--- src/rtl/safe_pkg.sv ---
// Shared types and constants for the safe bus arbiter: FSM state encoding and
// the hart data/byte-enable widths.
package safe_pkg;

   localparam int HART_DW = 32;
   localparam int BE_W    = HART_DW / 8;

   typedef enum logic [1:0] {
      IDLE = 2'd0,
      ADDR = 2'd1,
      RESP = 2'd2
   } arb_state_e;

endpackage

--- src/rtl/safe_rr_pick.sv ---
// Combinational rotate-and-pick: returns the first requester found at or after
// ptr_i, wrapping from N-1 back to 0, as a one-hot vector.
module safe_rr_pick #(
   parameter int N     = 3,
   parameter int PTR_W = (N > 1) ? $clog2(N) : 1
) (
   input  logic [N-1:0]     req_i,
   input  logic [PTR_W-1:0] ptr_i,
   output logic [N-1:0]     gnt_o,
   output logic             valid_o
);

   function automatic int rot_idx(input logic [PTR_W-1:0] p, input int off);
      int s;
      s = int'(p) + off;
      return (s >= N) ? s - N : s;
   endfunction

   always_comb begin
      gnt_o   = '0;
      valid_o = 1'b0;
      for (int i = 0; i < N; i++) begin
         if (!valid_o && req_i[rot_idx(ptr_i, i)]) begin
            gnt_o[rot_idx(ptr_i, i)] = 1'b1;
            valid_o                  = 1'b1;
         end
      end
   end

endmodule

--- src/rtl/safe_bus_arbiter.sv ---
// Arbitrates NHARTS hart request ports onto one shared bus with a single
// outstanding transaction, round-robin or lockstep (master-only, broadcast) mode.
module safe_bus_arbiter
   import safe_pkg::*;
#(
   parameter int NHARTS  = 3,
   parameter int TIMEOUT = 256
) (
   input  logic                      clk_i,
   input  logic                      rst_i,
   input  logic                      single_bus_i,
   input  logic [NHARTS-1:0]         master_core_i,
   input  logic [NHARTS-1:0]         req_i,
   input  logic [NHARTS-1:0]         we_i,
   input  logic [NHARTS*BE_W-1:0]    be_i,
   input  logic [NHARTS*HART_DW-1:0] addr_i,
   input  logic [NHARTS*HART_DW-1:0] wdata_i,
   output logic [NHARTS-1:0]         gnt_o,
   output logic [NHARTS-1:0]         rvalid_o,
   output logic [NHARTS-1:0]         err_o,
   output logic [HART_DW-1:0]        rdata_o,
   output logic                      bus_req_o,
   output logic                      bus_we_o,
   output logic [BE_W-1:0]           bus_be_o,
   output logic [HART_DW-1:0]        bus_addr_o,
   output logic [HART_DW-1:0]        bus_wdata_o,
   input  logic                      bus_gnt_i,
   input  logic                      bus_rvalid_i,
   input  logic [HART_DW-1:0]        bus_rdata_i,
   output logic [NHARTS-1:0]         owner_o,
   output logic                      busy_o
);

   localparam int               PTR_W    = (NHARTS > 1) ? $clog2(NHARTS) : 1;
   localparam logic [15:0]      TO_LAST  = 16'(TIMEOUT - 1);
   localparam logic [PTR_W-1:0] PTR_LAST = PTR_W'(NHARTS - 1);

   arb_state_e         state_q, state_d;
   logic [PTR_W-1:0]   owner_idx_q, owner_idx_d;
   logic [PTR_W-1:0]   rr_ptr_q, rr_ptr_d;
   logic               bcast_q, bcast_d;
   logic               we_q, we_d;
   logic [BE_W-1:0]    be_q, be_d;
   logic [HART_DW-1:0] addr_q, addr_d;
   logic [HART_DW-1:0] wdata_q, wdata_d;
   logic [15:0]        cnt_q, cnt_d;

   logic [NHARTS-1:0]  master_oh, pick_req, pick_gnt, owner_oh, target;
   logic [PTR_W-1:0]   pick_ptr, pick_idx;
   logic               pick_valid;

   // Lowest set bit of master_core_i; hart 0 when no bit is set.
   always_comb begin
      master_oh    = '0;
      master_oh[0] = 1'b1;
      for (int i = NHARTS - 1; i >= 0; i--) begin
         if (master_core_i[i]) begin
            master_oh    = '0;
            master_oh[i] = 1'b1;
         end
      end
   end

   assign pick_req = single_bus_i ? (req_i & master_oh) : req_i;
   assign pick_ptr = single_bus_i ? '0 : rr_ptr_q;

   safe_rr_pick #(.N(NHARTS), .PTR_W(PTR_W)) u_pick (
      .req_i   (pick_req),
      .ptr_i   (pick_ptr),
      .gnt_o   (pick_gnt),
      .valid_o (pick_valid)
   );

   always_comb begin
      pick_idx = '0;
      for (int i = 0; i < NHARTS; i++) begin
         if (pick_gnt[i]) pick_idx = PTR_W'(i);
      end
      owner_oh              = '0;
      owner_oh[owner_idx_q] = 1'b1;
   end

   // Lockstep transactions grant and respond to every hart at once.
   assign target = bcast_q ? '1 : owner_oh;

   always_comb begin
      state_d     = state_q;
      owner_idx_d = owner_idx_q;
      rr_ptr_d    = rr_ptr_q;
      bcast_d     = bcast_q;
      we_d        = we_q;
      be_d        = be_q;
      addr_d      = addr_q;
      wdata_d     = wdata_q;
      cnt_d       = cnt_q;
      gnt_o       = '0;
      rvalid_o    = '0;
      err_o       = '0;
      rdata_o     = '0;

      case (state_q)
         IDLE: begin
            if (pick_valid) begin
               owner_idx_d = pick_idx;
               bcast_d     = single_bus_i;
               we_d        = we_i[pick_idx];
               be_d        = be_i[pick_idx*BE_W +: BE_W];
               addr_d      = addr_i[pick_idx*HART_DW +: HART_DW];
               wdata_d     = wdata_i[pick_idx*HART_DW +: HART_DW];
               state_d     = ADDR;
            end
         end
         ADDR: begin
            if (bus_gnt_i) begin
               gnt_o   = target;
               cnt_d   = '0;
               state_d = RESP;
            end
         end
         RESP: begin
            // A real response wins over a timeout landing in the same cycle.
            if (bus_rvalid_i || cnt_q == TO_LAST) begin
               rvalid_o = target;
               if (bus_rvalid_i) rdata_o = bus_rdata_i;
               else              err_o   = target;
               state_d = IDLE;
               if (!bcast_q) rr_ptr_d = (owner_idx_q == PTR_LAST) ? '0 : owner_idx_q + 1'b1;
            end else begin
               cnt_d = cnt_q + 16'd1;
            end
         end
         default: state_d = IDLE;
      endcase

      if (rst_i) begin
         gnt_o    = '0;
         rvalid_o = '0;
         err_o    = '0;
         rdata_o  = '0;
      end
   end

   assign busy_o      = !rst_i && (state_q != IDLE);
   assign bus_req_o   = !rst_i && (state_q == ADDR);
   assign owner_o     = busy_o ? owner_oh : '0;
   assign bus_we_o    = bus_req_o & we_q;
   assign bus_be_o    = bus_req_o ? be_q : '0;
   assign bus_addr_o  = bus_req_o ? addr_q : '0;
   assign bus_wdata_o = bus_req_o ? wdata_q : '0;

   always_ff @(posedge clk_i) begin
      if (rst_i) begin
         state_q     <= IDLE;
         owner_idx_q <= '0;
         rr_ptr_q    <= '0;
         bcast_q     <= 1'b0;
         we_q        <= 1'b0;
         be_q        <= '0;
         addr_q      <= '0;
         wdata_q     <= '0;
         cnt_q       <= '0;
      end else begin
         state_q     <= state_d;
         owner_idx_q <= owner_idx_d;
         rr_ptr_q    <= rr_ptr_d;
         bcast_q     <= bcast_d;
         we_q        <= we_d;
         be_q        <= be_d;
         addr_q      <= addr_d;
         wdata_q     <= wdata_d;
         cnt_q       <= cnt_d;
      end
   end

endmodule

--- config.mk ---
export PLATFORM = sky130hd
export DESIGN_NAME = safe_bus_arbiter
export DESIGN_NICKNAME = d
export VERILOG_FILES = /design/src/rtl/safe_pkg.sv /design/src/rtl/safe_rr_pick.sv /design/src/rtl/safe_bus_arbiter.sv
export SDC_FILE = /design/constraint.sdc
export NUM_CORES = 1
export LEC_CHECK = 0
export BUFFER_PORTS_ARGS = -buffer_cell sky130_fd_sc_hd__buf_4
export CAP_MARGIN = 5
export CORE_AREA = 2 2 142 144
export CTS_BUF_LIST = sky130_fd_sc_hd__clkbuf_16
export DETAILED_ROUTE_END_ITERATION = 7
export DIE_AREA = 0 0 144 146
export SLEW_MARGIN = 30
export SYNTH_ARGS = -nofsm -noshare
export SYNTH_HDL_FRONTEND = slang
export SYNTH_HIERARCHICAL = 1
export SYNTH_SLANG_ARGS = --single-unit
--- constraint.sdc ---
create_clock -name clk_i -period 2.4 [get_ports clk_i]
set_input_delay 0.12 -clock clk_i [delete_from_list [all_inputs] [get_ports clk_i]]
set_output_delay 0.12 -clock clk_i [all_outputs]
set_load 0.1 [all_outputs]
==> run summary, run 1 <==
die height = 146 um
drt total wl = 23,100 um
placed cell area = 0.00938 mm^2
Mapped Area = 0.00602 mm^2
Leak Pwr = 4.49 nW
max layer used = met4
IO Port Bufs = 364
Worst IR Drop VDD = 0.000308 V
number of global-route vias before repair = 6,702
drt drc = 0
vias per cell = 4.83
H-tree Lvls = 3
CP Launch Type = flip-flop
area grow syn2layout = 66.1%
Worst-Margin Slew = 0.584 ns
routability cong. = 0.829
hold buffer count at CTS = 0
CP bufs+invs = 4
initial antenna violation count = 0
layout cell share with drive strength beyond 1 = 0.407
critical-path cell list = nor2b_4 -> inv_2 -> ha_4 -> mux2i_1 -> nor2_1 -> a31oi_2 -> o21ai_4 -> buf_12 -> buf_12 -> buf_12 -> o21ai_0 -> nand2_1 -> a21oi_1
met3 wire len = 1580 um
CP peak stage delay = 0.33 ns
Syn Inst Count = 855
pin count of the biggest net entering global routing = 45
Die ar. = 0.0210 mm^2
initial core utilization = 0.312
core area = 0.0193 mm^2
Max-cap violations = 0
Final HPWL DP = 17,100 um
global-route wire length before repair = 34,900 um
syn nets = 1,110
final instance area = 0.0100 mm^2
# IOs = 365
Hold Slack = 0.0299 ns
Worst EP arrival = 2.56 ns
Tot GR Track Use = 0.207
run status = finished clean
clk root buf = clkbuf_16
row count = 51
DR vias = 7,173
Clock Path Buffers = 2
antenna-violating nets left = 0
Top delay family on crit path = compound AO/OA/AOI/OAI gates
Core Util, Final = 0.517
slew margin rel. = 0.607
die span in x = 144 um
# clock sinks = 92
Clk Latency, worst-skew pair = 0.34 ns
# setup viols final = 0
Hold WC Path Type = in -> reg
Fin. Hold Viols = 0
Max Slew Vio Count = 0
Critical Path RT = 2.67 ns
Tcrit/Tclk final = 0.955
Most common cell on crit path = buf_12
Ant. Diodes = 0
wire length on met2 = 11,200 um
total gr overflow = 0
CTS tree = done
DRT iter0 DRCs = 553
Syn. warnings = 6
crit end category = flip-flop
peak fanout along the critical path = 17
Worst Skew = 0.00622 ns
setup_tns = 0 ns
pwr/cell area = 485 mW/mm^2
clk slew on worst S/H paths = 0.07 ns
fin crit period = 2.29 ns
critical path class = reg -> reg
M1 WL = 10,000 um
fmax = 436 MHz
WL/cell = 15.6 um
nets@finish = 1,469
DRT Pass-1 Iters = 5
Synth Area per Inst = 7.05 um^2
CP max stage cell = dfxtp_2
total CTS buffers = 9
==> metrics by stage <==
step / setup WS, ns / cells / power [mW]
after detailed placement: -0.0825 / 1458 / 3.50
final: 0.107 / 1484 / 4.85
after CTS: 0.0181 / 1477 / 4.85
after floorplan: -0.324 / 855 / 2.78
after global routing: -0.00320 / 1484 / 5.12
after global placement: -0.000785 / 1458 / 3.49
==> area by class of cell <==
class                      count  area [um^2]
clock inverter                 7         36.3
tap                          265          332
fill                        1951         9330
timing repair buffer         418         3430
sequential                    92         1840
inverter                      15         56.3
clock buffer                   9          225
multi-input combinational    678         4080
==> registers in the layout (all words and copies together), names as in the netlist <==
signal and flops:
we_q 1, state_q 2, rr_ptr_q 2, addr_q 32, wdata_q 32, be_q 4, bcast_q 1, cnt_q 16
owner_idx_q 2
==> path summary, 6_finish.rpt <==
path         slack, ns  depth (start not counted)                        to                     start
max               0.11                         13    addr_q[4]$_SDFFE_PP0P_  rr_ptr_q[0]$_SDFFE_PP0P_
min               0.03                          2   state_q[0]$_SDFFE_PP0P_                 bus_gnt_i
max reg2reg       0.11                         13    addr_q[4]$_SDFFE_PP0P_  rr_ptr_q[0]$_SDFFE_PP0P_
min reg2reg       0.45                          2  wdata_q[21]$_SDFFE_PP0P_  wdata_q[21]$_SDFFE_PP0P_
==> power breakdown <==
group	leakage (nW)	internal (mW)	total, mW	switching (mW)
clock	0.131	0.689	1.31	0.623
combinational	3.61	0.743	1.78	1.04
sequential	0.755	1.68	1.76	0.0759
total	4.49	3.11	4.85	1.74
==> layer usage <==
layer / GRT usage / vias to the layer above
li1: - / 3642
met1: 0.261 / 3288
met2: 0.353 / 220
met3: 0.0490 / 23
met4: 0.0520 / 0
met5: 0 / -
==> layout by cell type, fill, tap and decap left out, types with 5 or more instances in the layout <==
master	instances
nand2b_1	7
a21oi_2	7
nor2_1	10
o21ai_0	52
clkbuf_16	12
and2_2	10
dfxtp_1	91
o21ai_2	10
nor3_1	6
nand2_1	223
mux2i_1	73
a31oi_1	16
a21oi_1	70
buf_4	397
nand3_1	5
inv_1	14
buf_12	14
and3_1	32
and2_1	62
o21ai_1	17
nor2_2	7
==> timing repair <==
action	CTS	global route
buffers inserted	1	4
cloned	2	3
gates resized for setup	10	61
endpoints found under the hold margin	0	0
setup endpoints to repair	46	74
pin swaps	1	6
No activity file was read; power rests on OpenSTA's default activity.
==> run 2, diff against run 1 <==
- BUFFER_PORTS_ARGS: -buffer_cell sky130_fd_sc_hd__buf_4 -> default
- CORE_AREA: 2 2 142 144 -> 2 2 143 145
- DIE_AREA: 0 0 144 146 -> 0 0 145 147
- DONT_BUFFER_PORTS: default -> 1
- SYNTH_HIERARCHICAL: 1 -> default
==> run 2 against run 1 <==
Net effect: the flow now finishes with violations (negative setup slack); cell area rose by 20%; area after synthesis rose by 2.3%; total power rose by 11%; clock-buffer cell count did not move; die area rose by 1.4%; clock skew rose by 0.0053 ns; cell count fell by 2.5%; critical path depth fell by 3; clock power rose by 21%; flip-flop and latch count did not move; highest routed layer unchanged.
==> run summary, run 2 <==
max layer used = met4 (unchanged)
routability cong. = 0.828 (was 0.829)
Reg area = 0.00184 mm^2 (about the same)
number of cells on the worst hold path = 2 (unchanged)
Leak Pwr = 4.95 nW (was 4.49 nW)
number of synthesized flops with an enable pin = 0
Synth top cells by count = 145 x inv_1, 103 x and2_1, 92 x dfxtp_1
IO Port Bufs = 0 (was 364)
DRT iter0 DRCs = 429 (was 553)
met3 wire len = 2000 um (was 1580 um)
Clk Latency, worst-skew pair = 0.35 ns (was 0.34 ns)
layout cell share with drive strength beyond 1 = 0.263 (was 0.407)
commonest cells after routing, fill and taps aside = 208 x dlygate4sd3_1, 142 x inv_1, 95 x buf_12 (was 397 x buf_4, 223 x nand2_1, 91 x dfxtp_1)
pin count of the biggest net entering global routing = 80 (was 45)
multi-input logic area = 0.00424 mm^2 (was 0.00408 mm^2)
WHS Endpoint = wdata_q[9]$_SDFFE_PP0P_ (was state_q[0]$_SDFFE_PP0P_)
Worst Skew = 0.0116 ns (was 0.00622 ns)
fmax = 410 MHz (was 436 MHz)
Mapped Area = 0.00617 mm^2 (was 0.00602 mm^2)
wire length on met2 = 13,900 um (was 11,200 um)
top-area cell type share of the netlist area = 0.299
Fin. Hold Viols = 0 (unchanged)
ys async rst share = 0
Hold WC Path Type = in -> reg (unchanged)
global-route wire length before repair = 43,300 um (was 34,900 um)
syn nets = 1,106 (was 1,110)
row count = 52 (was 51)
clk slew on worst S/H paths = 0.07 ns (about the same)
Syn. warnings = 0 (was 6)
initial antenna violation count = 5 (was 0)
Final WS setup = -0.0399 ns (was 0.107 ns)
nets@finish = 1,422 (was 1,469)
peak fanout along the critical path = 9 (was 17)
slew margin rel. = 0.541 (was 0.607)
Tot GR Track Use = 0.252 (was 0.207)
Die ar. = 0.0213 mm^2 (was 0.0210 mm^2)
R2R Setup Slk = -0.04 ns (was 0.11 ns)
# clock sinks = 92 (unchanged)
Max-cap violations = 0 (unchanged)
run status = complete, but fails checks (was finished clean)
die height = 147 um (was 146 um)
Worst EP arrival = 2.71 ns (was 2.56 ns)
DRT Pass-1 Iters = 5 (unchanged)
Final HPWL DP = 16,800 um (was 17,100 um)
biggest regs = addr_q: 32 flops, wdata_q: 32 flops, cnt_q: 16 flops (unchanged)
FILL cells = 1,525 (was 1,951)
hold path start = wdata_i[41] (was bus_gnt_i)
Core Util, Final = 0.604 (was 0.517)
die span in x = 145 um (was 144 um)
failing checks = negative setup slack
Synth Flop Type = dfxtp_1
total CTS buffers = 9 (unchanged)
Worst-Margin Slew = 0.682 ns (was 0.584 ns)
Tcrit/Tclk final = 1.02 (was 0.955)
number of global-route vias before repair = 7,989 (was 6,702)
vias per cell = 5.31 (was 4.83)
WL/cell = 19.6 um (was 15.6 um)
Seq/Total Area, Yosys = 0.299
antenna-violating nets left = 0 (unchanged)
drt drc = 0 (unchanged)
core area = 0.0198 mm^2 (was 0.0193 mm^2)
clk root buf = clkbuf_16 (unchanged)
Clock Path Buffers = 2 (unchanged)
# IOs = 365 (unchanged)
total gr overflow = 0 (unchanged)
overall power = 5.37 mW (was 4.85 mW)
pre-CTS setup slack = -0.135 ns (was -0.0825 ns)
Synth area leaders = dfxtp_1 30%, and2_1 10%, o221ai_1 9.8%
setup repair after global routing missed its margin = yes
# setup viols final = 52 (was 0)
crit end category = flip-flop (unchanged)
Critical Path RT = 2.67 ns (about the same)
Synth area leader = dfxtp_1
post-synthesis register bit count = 92
pwr/cell area = 448 mW/mm^2 (was 485 mW/mm^2)
reg2reg end = wdata_q[2]$_SDFFE_PP0P_ (was addr_q[4]$_SDFFE_PP0P_)
Yosys cell types = 52
DR vias = 7,678 (was 7,173)
Reg2Reg Depth = 10 (was 13)
area grow syn2layout = 94.4% (was 66.1%)
CTS tree = done (unchanged)
fin crit period = 2.44 ns (was 2.29 ns)
drt total wl = 28,400 um (was 23,100 um)
critical path class = reg -> reg (unchanged)
M1 WL = 11,200 um (was 10,000 um)
Worst IR Drop VDD = 0.000310 V (was 0.000308 V)
Max Slew Vio Count = 0 (unchanged)
Syn Inst Count = 851 (was 855)
Synth Area per Inst = 7.25 um^2 (was 7.05 um^2)
H-tree Lvls = 3 (unchanged)
most frequent cell after synthesis = inv_1
Crit Reg-Reg Startpoint = rr_ptr_q[1]$_SDFFE_PP0P_ (was rr_ptr_q[0]$_SDFFE_PP0P_)
CP Launch Type = flip-flop (unchanged)
initial core utilization = 0.311 (was 0.312)
commonest non-fill, non-tap cell in the layout = dlygate4sd3_1 (was buf_4)
run 2: per-stage QoR:
step,area (um^2),setup TNS (ns),std cells,hold slack [ns]
after floorplan,6790,-16.55,851,0.234
after global placement,9070,-7.66,1202,0.200
after detailed placement,9070,-7.84,1202,0.202
after CTS,11700,-2.23,1437,0.00255
after global routing,12000,-9.57,1447,0.00680
final,12000,-0.880,1447,0.0175
run 2: power by group:
| group | internal [mW] | total [mW] | switching, mW |
|---|---|---|---|
| registers | 1.71 | 1.80 | 0.0988 |
| logic | 0.851 | 1.97 | 1.12 |
| clock network | 0.920 | 1.59 | 0.675 |
| total | 3.48 | 5.37 | 1.89 |
run 2: how the worst max path moves through the flow:
stage,start,endpoint,slack [ns],cells after the start
after global placement,rr_ptr_q[1]$_SDFFE_PP0P_,addr_q[1]$_SDFFE_PP0P_,-0.14,12
after floorplan,cnt_q[0]$_SDFFE_PP0P_,rvalid_o[0],-0.33,6
after global routing,rr_ptr_q[1]$_SDFFE_PP0P_,addr_q[11]$_SDFFE_PP0P_,-0.18,12
after detailed placement,rr_ptr_q[1]$_SDFFE_PP0P_,wdata_q[24]$_SDFFE_PP0P_,-0.14,12
final,rr_ptr_q[1]$_SDFFE_PP0P_,wdata_q[2]$_SDFFE_PP0P_,-0.04,10
after CTS,rr_ptr_q[1]$_SDFFE_PP0P_,addr_q[23]$_SDFFE_PP0P_,-0.05,11
run 2: repair_timing:
item | in CTS | in global routing
pin swaps | 6 | 7
hold buffers | 208 | 0
resized for setup | 22 | 29
endpoints found under the hold margin | 78 | 0
setup endpoints to repair | 73 | 76
buffers inserted | 8 | 3
gates cloned | 3 | 3
run 2: kinds of logic after synthesis:
group	count (synthesis)	share of synthesized area
AO/OA/AOI/OAI	244	0.271
XOR/XNOR	13	0.0185
multiplexers	3	0.00487
AND/OR/NAND/NOR	280	0.265
adder cells (fa/ha/maj)	5	0.0101
flip-flops	92	0.299
buffers and inverters	214	0.132
run 2: layout make-up:
cell class / instances / area share
clock inverter: 7 / 0.00814
timing repair buffer: 374 / 0.391
antenna: 5 / 0.00104
tap: 270 / 0.0282
inverter: 145 / 0.0457
multi-input combinational: 545 / 0.353
clock buffer: 9 / 0.0188
sequential: 92 / 0.154
run 2: metal layers:
metal,up-vias,global-route usage
met5,-,0
met4,0,0.116
met3,102,0.0509
met2,440,0.429
met1,3590,0.309
li1,3546,-
run 2: worst max-delay path, cell delays in order, from the launching register on:
cell and delay, ns:
dfxtp_2 0.32, nand2_2 0.07, inv_2 0.06, ha_4 0.25, buf_4 0.15, nor4_1 0.34, o31ai_2 0.15, a2111o_2 0.51
buf_12 0.18, clkbuf_16 0.19, o221ai_2 0.12
==> run 3, diff against run 2 <==
==> constraint.sdc (replaced) <==
create_clock -name clk_i -period 2.4 [get_ports clk_i]
set_input_delay 0.12 -clock clk_i [delete_from_list [all_inputs] [get_ports clk_i]]
set_output_delay 0.12 -clock clk_i [all_outputs]
set_load 0.005 [all_outputs]
==> run 3 against run 2 <==
Net effect: clock-buffer cell count unchanged; critical path depth increased by 2; register-to-register slack lost 0.097 ns; combinational power is 29% lower; setup slack worse by 0.097 ns; flip-flop and latch count is the same; the flow still finishes with violations (negative setup slack); sequential share of layout area up 2.9 points; global-route usage decreased by 1.1 points; core utilization is 9.6 points lower; maximum frequency shrank 3.8%; via count decreased by 2.7%; total power is 12% lower; critical endpoint is now addr_q[1]$_SDFFE_PP0P_.
==> run summary, run 3 (synthesis gave the netlist of run 2 again) <==
run status = complete, but fails checks (unchanged)
failing checks = negative setup slack (unchanged)
initial antenna violation count = 0 (was 5)
clk root buf = clkbuf_16 (unchanged)
drt drc = 0 (unchanged)
Flop pwr share = 0.381 (was 0.336)
commonest non-fill, non-tap cell in the layout = dlygate4sd3_1 (unchanged)
nets@finish = 1,319 (was 1,422)
vias per cell = 5.58 (was 5.31)
CP peak stage delay = 0.54 ns (was 0.51 ns)
biggest regs = addr_q: 32 flops, wdata_q: 32 flops, cnt_q: 16 flops (unchanged)
fmax = 394 MHz (was 410 MHz)
Ant. Diodes = 0 (was 5)
clk slew on worst S/H paths = 0.08 ns (was 0.07 ns)
die span in x = 145 um (unchanged)
Clk Latency, worst-skew pair = 0.36 ns (was 0.35 ns)
WL/cell = 21.1 um (was 19.6 um)
CP max stage cell = a2111o_2 (unchanged)
total CTS buffers = 9 (unchanged)
total gr overflow = 0 (unchanged)
area grow syn2layout = 63.5% (was 94.4%)
Post-Layout Cell Count = 1,339 (was 1,447)
Fin. Hold Viols = 0 (unchanged)
clock power share = 0.326 (was 0.297)
Hold WC Path Type = in -> reg (unchanged)
Die ar. = 0.0213 mm^2 (unchanged)
setup repair after global routing missed its margin = yes (unchanged)
pin count of the biggest net entering global routing = 80 (unchanged)
IO Port Bufs = 0 (unchanged)
routability cong. = 0.849 (was 0.828)
DRT iter0 DRCs = 500 (was 429)
critical path class = reg -> reg (unchanged)
peak fanout along the critical path = 6 (was 9)
dpl cells = 1,087 (was 1,202)
Switching Share = 0.326 (was 0.352)
Psw = 1.55 mW (was 1.89 mW)
Worst Skew = 0.0128 ns (was 0.0116 ns)
# IOs = 365 (unchanged)
drt total wl = 28,200 um (was 28,400 um)
number of global-route vias before repair = 7,487 (was 7,989)
Most common cell on crit path = buf_6
cell-internal power = 3.20 mW (was 3.48 mW)
Final HPWL DP = 15,500 um (was 16,800 um)
pwr/cell area = 471 mW/mm^2 (was 448 mW/mm^2)
Worst EP arrival = 2.83 ns (was 2.71 ns)
# setup viols final = 69 (was 52)
H-tree Lvls = 3 (unchanged)
crit end category = flip-flop (unchanged)
core area = 0.0198 mm^2 (unchanged)
CTS tree = done (unchanged)
Clock Path Buffers = 2 (unchanged)
Comb power frac = 0.293 (was 0.367)
Worst-Margin Slew = 0.579 ns (was 0.682 ns)
Max-cap violations = 0 (unchanged)
R2R Setup Slk = -0.14 ns (was -0.04 ns)
Worst IR Drop VDD = 0.000306 V (was 0.000310 V)
Top delay family on crit path = compound AO/OA/AOI/OAI gates (unchanged)
row count = 52 (unchanged)
Core Util, Final = 0.508 (was 0.604)
global-route wire length before repair = 40,800 um (was 43,300 um)
critical-path cell list = nand2_4 -> buf_6 -> ha_4 -> buf_6 -> a211o_1 -> buf_6 -> o41ai_2 -> a41o_4 -> a2111o_2 -> buf_8 -> buf_16 -> o221ai_2 (was nand2_2 -> inv_2 -> ha_4 -> buf_4 -> nor4_1 -> o31ai_2 -> a2111o_2 -> buf_12 -> clkbuf_16 -> o221ai_2)
Tot GR Track Use = 0.242 (was 0.252)
antenna-violating nets left = 0 (unchanged)
Final WS setup = -0.136 ns (was -0.0399 ns)
# clock sinks = 92 (unchanged)
slew margin rel. = 0.614 (was 0.541)
layout cell share with drive strength beyond 1 = 0.174 (was 0.263)
fin crit period = 2.54 ns (was 2.44 ns)
setup_tns = -6.89 ns (was -0.880 ns)
CP bufs+invs = 5 (was 4)
die height = 147 um (unchanged)
CP Launch Type = flip-flop (unchanged)
commonest cells after routing, fill and taps aside = 210 x dlygate4sd3_1, 141 x inv_1, 102 x and2_1 (was 208 x dlygate4sd3_1, 142 x inv_1, 95 x buf_12)
Critical Path RT = 2.69 ns (was 2.67 ns)
Max Slew Vio Count = 0 (unchanged)
DRT Pass-1 Iters = 5 (unchanged)
Tcrit/Tclk final = 1.06 (was 1.02)
DR vias = 7,468 (was 7,678)
initial core utilization = 0.311 (unchanged)
Leak Pwr = 4.11 nW (was 4.95 nW)
run 3: through the flow:
stage | worst slack (ns) | total power [mW] | cell area, um^2 | hold slack, ns
floorplan | -0.245 | 2.40 | 6210 | 0.234
global placement | -0.162 | 2.62 | 6560 | 0.211
detailed placement | -0.226 | 2.63 | 6560 | 0.215
CTS | -0.178 | 4.60 | 9490 | 0.000108
global route | -0.219 | 4.96 | 10100 | 0.0309
finish | -0.136 | 4.75 | 10100 | 0.0169
run 3: tightest hold or removal path, cell delays in order:
cell and delay, ns:
a41oi_1 0.06, nand3_1 0.09, a21oi_1 0.05
run 3: cell type report:
class                   instances  area [um^2]
fillers                      1673         9760
multi-input cells             545         4220
repair buffers                271         2820
flip-flops and latches         92         1840
inverters                     145          553
well taps                     270          338
clock buffers                   9          225
clock inverters                 7         81.3
run 3: power by group through the flow:
stage          registers, mW  logic [mW]  clock network [mW]
5_1_grt                 1.83        1.48                1.65
4_1_cts                 1.80        1.21                1.59
3_3_place_gp            1.83       0.791                   0
3_5_place_dp            1.83       0.799                   0
6_report                1.81        1.39                1.55
2_1_floorplan           1.80       0.600                   0
run 3: layer usage:
layer  global-route usage  vias to the layer above  wire length [um]
met5                    0                        -                 0
met4                0.125                        0              1520
met3               0.0646                      106              2450
met2                0.414                      524             13600
met1                0.278                     3498             10600
li1                     -                     3340                 -
run 3: what timing repair did:
action / in CTS / in global routing
pin swaps: 24 / 46
gates resized for setup: 58 / 86
setup buffers: 12 / 10
setup endpoints to repair: 69 / 73
gates cloned: 5 / 4
endpoints found under the hold margin: 78 / 0
hold buffers: 210 / 0
run 3: final timing paths:
check                           end                startpoint  depth (start not counted)
max          addr_q[1]$_SDFFE_PP0P_  rr_ptr_q[1]$_SDFFE_PP0P_                         12
min           cnt_q[1]$_SDFFE_PP0P_              bus_rvalid_i                          3
max reg2reg  addr_q[1]$_SDFFE_PP0P_  rr_ptr_q[1]$_SDFFE_PP0P_                         12
min reg2reg   cnt_q[1]$_SDFFE_PP0P_     cnt_q[1]$_SDFFE_PP0P_                          2
